[config.mk]
export PLATFORM = sky130hd
export DESIGN_NAME = multi_timer
export DESIGN_NICKNAME = d
export VERILOG_FILES = /design/src/rtl/multi_timer.sv
export SDC_FILE = /design/constraint.sdc
export NUM_CORES = 1
export LEC_CHECK = 0
export CORE_MARGIN = 2
export CORE_UTILIZATION = 46
export CTS_CLUSTER_SIZE = 8
export DETAILED_ROUTE_END_ITERATION = 7
export PLACE_DENSITY = 0.74
export SYNTH_ARGS = -nofsm -noshare
export SYNTH_HDL_FRONTEND = slang
export SYNTH_SLANG_ARGS = --single-unit
[constraint.sdc]
create_clock -name clk_i -period 11.5 [get_ports clk_i]
set_input_delay 3.45 -clock clk_i [delete_from_list [all_inputs] [get_ports clk_i]]
set_output_delay 3.45 -clock clk_i [all_outputs]
set_load 0.02 [all_outputs]
[src/rtl/multi_timer.sv]
// multi_timer: N-channel programmable interval timer with a shared clock prescaler.
// Each channel counts down from period-1 once per prescaler tick and runs either
// periodically (auto-reload) or one-shot (stops and raises done).
//
// Ports:
//   clk_i      system clock, rising edge
//   rst_i      asynchronous reset, active-high
//   period_i   per-channel period in ticks, channel i at [i*WIDTH +: WIDTH]
//   en_i       per-channel enable (level); a registered 0->1 edge starts the channel
//   mode_i     per-channel mode, 0 = periodic, 1 = one-shot; latched at every load
//   restart_i  per-channel 1-clk pulse: reload from period_i (ignored while en_i is low)
//   flag_o     registered 1-clk pulse at the end of each period
//   done_o     one-shot finished; held until en_i drops or restart_i
//   count_o    current down-counter value per channel
module multi_timer #(
  parameter int unsigned CHANNELS = 4,
  parameter int unsigned WIDTH    = 24,
  parameter int unsigned PRESCALE = 1
) (
  input  logic                      clk_i,
  input  logic                      rst_i,
  input  logic [CHANNELS*WIDTH-1:0] period_i,
  input  logic [CHANNELS-1:0]       en_i,
  input  logic [CHANNELS-1:0]       mode_i,
  input  logic [CHANNELS-1:0]       restart_i,
  output logic [CHANNELS-1:0]       flag_o,
  output logic [CHANNELS-1:0]       done_o,
  output logic [CHANNELS*WIDTH-1:0] count_o
);

  typedef enum logic [1:0] {
    ST_IDLE = 2'd0,
    ST_RUN  = 2'd1,
    ST_DONE = 2'd2
  } state_e;

  // Prescaler: free-running from reset and never cleared by channel activity,
  // so all channels share the same tick phase. PRESCALE=1 degenerates to a
  // 1-bit counter stuck at 0, which makes tick permanently high.
  localparam int unsigned   PW       = (PRESCALE > 1) ? $clog2(PRESCALE) : 1;
  localparam logic [PW-1:0] PRE_LAST = PW'(PRESCALE - 1);

  logic [PW-1:0] pre_cnt_q, pre_cnt_d;
  logic          tick;

  assign tick      = (pre_cnt_q == PRE_LAST);
  assign pre_cnt_d = tick ? '0 : pre_cnt_q + PW'(1);

  always_ff @(posedge clk_i or posedge rst_i) begin
    if (rst_i) begin
      pre_cnt_q <= '0;
    end else begin
      pre_cnt_q <= pre_cnt_d;
    end
  end

  // Previous-cycle enable, used to detect the start edge.
  logic [CHANNELS-1:0] en_q;

  always_ff @(posedge clk_i or posedge rst_i) begin
    if (rst_i) begin
      en_q <= '0;
    end else begin
      en_q <= en_i;
    end
  end

  for (genvar g = 0; g < CHANNELS; g++) begin : g_ch
    state_e             state_q, state_d;
    logic [WIDTH-1:0]   count_q, count_d;
    logic               mode_q, mode_d;
    logic               flag_q, flag_d;
    logic [WIDTH-1:0]   per;
    logic [WIDTH-1:0]   per_m1;
    logic               per_zero;
    logic               load;

    assign per      = period_i[g*WIDTH +: WIDTH];
    assign per_zero = (per == '0);
    assign per_m1   = per - WIDTH'(1);
    // Start edge or restart both load the channel; only acted on while en_i is high.
    assign load     = (en_i[g] & ~en_q[g]) | restart_i[g];

    // Priority: disable > load (restart beats a coincident expiry) > tick.
    always_comb begin
      state_d = state_q;
      count_d = count_q;
      mode_d  = mode_q;
      flag_d  = 1'b0;
      if (!en_i[g]) begin
        state_d = ST_IDLE;
        count_d = '0;
      end else if (load) begin
        if (per_zero) begin
          state_d = ST_IDLE;
          count_d = '0;
        end else begin
          state_d = ST_RUN;
          count_d = per_m1;
          mode_d  = mode_i[g];
        end
      end else if (state_q == ST_RUN && tick) begin
        if (count_q != '0) begin
          count_d = count_q - WIDTH'(1);
        end else if (mode_q) begin
          flag_d  = 1'b1;
          state_d = ST_DONE;
          count_d = '0;
        end else if (per_zero) begin
          // Periodic reload with a zero period parks the channel silently.
          state_d = ST_IDLE;
          count_d = '0;
        end else begin
          flag_d  = 1'b1;
          count_d = per_m1;
          mode_d  = mode_i[g];
        end
      end
    end

    always_ff @(posedge clk_i or posedge rst_i) begin
      if (rst_i) begin
        state_q <= ST_IDLE;
        count_q <= '0;
        mode_q  <= 1'b0;
        flag_q  <= 1'b0;
      end else begin
        state_q <= state_d;
        count_q <= count_d;
        mode_q  <= mode_d;
        flag_q  <= flag_d;
      end
    end

    assign flag_o[g]                  = flag_q;
    assign done_o[g]                  = (state_q == ST_DONE);
    assign count_o[g*WIDTH +: WIDTH]  = count_q;
  end

endmodule

==> flow_summary.ini <==
[finish]
multi_input_area_um2 = 5770
fillers = 1709
nets = 1414
antenna-diode-count = 0
layout_common_cells = 213 x clkdlybuf4s50_1, 116 x dfrtp_1, 97 x nor2_1
final_common_cell = clkdlybuf4s50_1
regArea_um2 = 2900
area_growth_pct = 31.8
postLayoutCoreUtil_pct = 61.3
drive_gt1_share_pct = 5.22

[logic_synthesis]
async_reset_ff_share_pct = 100
synth-seq-area-share_pct = 32.4
syn-num-nets = 1216
synth_cells = 1093
synthDistinctLibCells = 77
avgSynthCellArea_um2 = 8.20
synthFlopType = dfrtp_1
synth_seq_cells = 116
ys_warn_count = 0
synth_top_area_share_pct = 32.4
syn_area_um2 = 8960
synth_edf_count = 0
yosysTopAreaCell = dfrtp_1
synth_area_leaders = dfrtp_1 32%, xnor2_1 6.2%, o21ai_0 4.2%, nor2_1 4.1%, nor3_1 4.0%

[power_and_ir_drop]
swShare_pct = 34.1
p_per_area_nw_per_um2 = 117
p_int_uw = 910
power_frac_seq_pct = 35.7
pwr-share-comb_pct = 28.6
p_clk_share_pct = 35.7
peakVddDrop_v = 0.0000945
p_leak_uw = 0.00437
power.switching_uw = 471

[hold_path]
min_to = g_ch[0].count_q[21]$_DFFE_PP0P_
hold_depth = 1
hold_path_class = reg -> reg
min_from = g_ch[0].count_q[21]$_DFFE_PP0P_

[timing]
tightest_slew_ps = 1070
hold_ws_ps = 545
timing.final.crit_share_pct = 53.2
fin_tns_setup_ps = 0
hold_viol = 0
setup-violations-final = 0
fin_crit_ps = 6120
relSlewSlack_pct = 28.3
fin_ws_ps = 5380
rsz0062_at_grt = false
fin_skew_ps = 14.8
fmax_mhz = 163
slew_viol_final = 0

[clock_network]
clock-root-buffer = clkbuf_16
post_cts_buffers = 0
clk_latency_ps = 420
cts_tree = built
htreeDepth = 4
cts_buffers = 17
ctsHoldBuffers = 0
post_cts_resized = 0
path_clk_slew_ps = 50
clk_path_buf_depth = 2
cts_sinks = 116

[critical_path]
end_kind = flip-flop
worstRegToRegCells = 5
r2r_slack_ps = 8170
critical_path.most_common_cell = nor2_1
r2r_end = g_ch[1].count_q[0]$_DFFE_PP0P_
worst_setup_path_start_kind = primary input
worst_ep_required_time_ps = 11770
cp_slowest_stage_delay_ps = 740
critPathMaxFanout = 14
worstPathArrival_ps = 6390
worstPathCellList = clkdlybuf4s50_1, inv_1, or3_1, nor2_1, nor2_1, a32oi_1, o21ai_1
cpMaxStageDelayCell = nor2_1
worst-setup-path-type = in -> reg
timing.rr.start = g_ch[1].count_q[14]$_DFFE_PP0P_

[drt]
vias = 9651
drc_errors = 0
drt_first_iter_violations = 982
via_per_inst = 6.15
wl_um = 28700
wl_per_cell_um = 18.3
dr.pass1.iters = 6
postRouteAntennaNets = 0

[grt]
grt_pass1_wl_um = 46200
grt_max_degree = 60
antenna_found_initial = 0
met2_usage_pct = 43.9
met1_usage_pct = 39.0
grt-busiest-layer = met2
grt_pass1_vias = 8959
grt_overflow_total = 0
grt_usage_pct = 28.0
use_met3_pct = 5.93

[place]
globalplace.congestion = 0.919
port_buffers = 213
place_ws_ps = 5050
dp_hpwl_um = 21300

[run_status]
status = completed

[die]
row_count = 51
dieArea_um2 = 20600
fp.dieH_um = 144
start_util_pct = 46.5
core_area_um2 = 19300
fp.dieW_um = 144
ios = 214

[flow_run]
drv_cap = 0
-- how the worst max path moves through the flow --
| stage | start | to | slack [ps] | cells past startpoint |
|---|---|---|---|---|
| finish | en_i[3] | g_ch[3].count_q[9]$_DFFE_PP0P_ | 5380 | 7 |
| floorplan | rst_i | en_q[0]$_DFF_PP0_ | 4980 | 1 |
| global placement | en_i[3] | g_ch[3].count_q[20]$_DFFE_PP0P_ | 5160 | 7 |
| CTS | en_i[3] | g_ch[3].count_q[9]$_DFFE_PP0P_ | 5490 | 7 |
| global route | en_i[3] | g_ch[3].count_q[20]$_DFFE_PP0P_ | 5160 | 7 |
| detailed placement | en_i[3] | g_ch[3].count_q[9]$_DFFE_PP0P_ | 5050 | 7 |
-- cells by family (layout without fill, tap and decap cells) --
kind of cell | count (synthesis) | in the layout | share of synthesized area [%]
simple gates | 516 | 516 | 32.2
flops | 116 | 116 | 32.4
buf+inv | 66 | 276 | 3.24
fa+ha+maj | 13 | 13 | 1.82
compound gates | 290 | 290 | 21.3
xor+xnor | 92 | 92 | 8.99
-- power by group through the flow --
stage | clock [µW] | combinational (µW) | sequential, µW
floorplan | 0 | 198 | 517
global placement | 0 | 384 | 496
detailed placement | 0 | 388 | 496
CTS | 500 | 391 | 491
global route | 519 | 429 | 498
finish | 493 | 395 | 492
-- metrics by stage --
| step | total power, µW | instances | cell area, µm² |
|---|---|---|---|
| global route | 1440 | 1568 | 11800 |
| detailed placement | 884 | 1537 | 11300 |
| finish | 1380 | 1568 | 11800 |
| global placement | 880 | 1537 | 11300 |
| floorplan | 715 | 1093 | 8960 |
| CTS | 1380 | 1568 | 11800 |
-- layer usage --
layer | up-vias | part of all wire (%)
met5 | - | 0
met4 | 0 | 1.6
met3 | 53 | 8.7
met2 | 522 | 46
met1 | 4525 | 43
li1 | 4551 | -
-- layout make-up --
class                   count  share of cell area (%)
clock inverters            10                   0.720
well taps                 265                    2.81
clock buffers              21                    3.81
inverters                  27                   0.879
multi-input cells         911                    48.8
flip-flops and latches    116                    24.6
repair buffers            218                    18.4
-- synthesized netlist by cell type, types with 18 or more instances --
cell type and number:
nor3_1 72, o221ai_1 22, inv_1 27, o211ai_1 32
nor2_1 97, clkbuf_1 23, dfrtp_1 116, nor4_1 45
or3_1 22, xor2_1 29, nand2_1 93, nand3_1 42
o21ai_0 76, o21ai_1 18, a21oi_1 49, xnor2_1 63
or4_1 26
-- sequential cells by signal, indices dropped and copies added (netlist names) --
signal        flops
g_ch.mode_q       4
g_ch.state_q      8
en_q              4
g_ch.count_q     96
g_ch.flag_q       4
-- worst max-delay path: cells and delay by family --
kind | cells | cell delay (ps)
AOI/OAI and AO/OA | 2 | 390
buffers and inverters | 2 | 910
and+or+nand+nor | 3 | 1620
(Power assumes the default switching activity.)
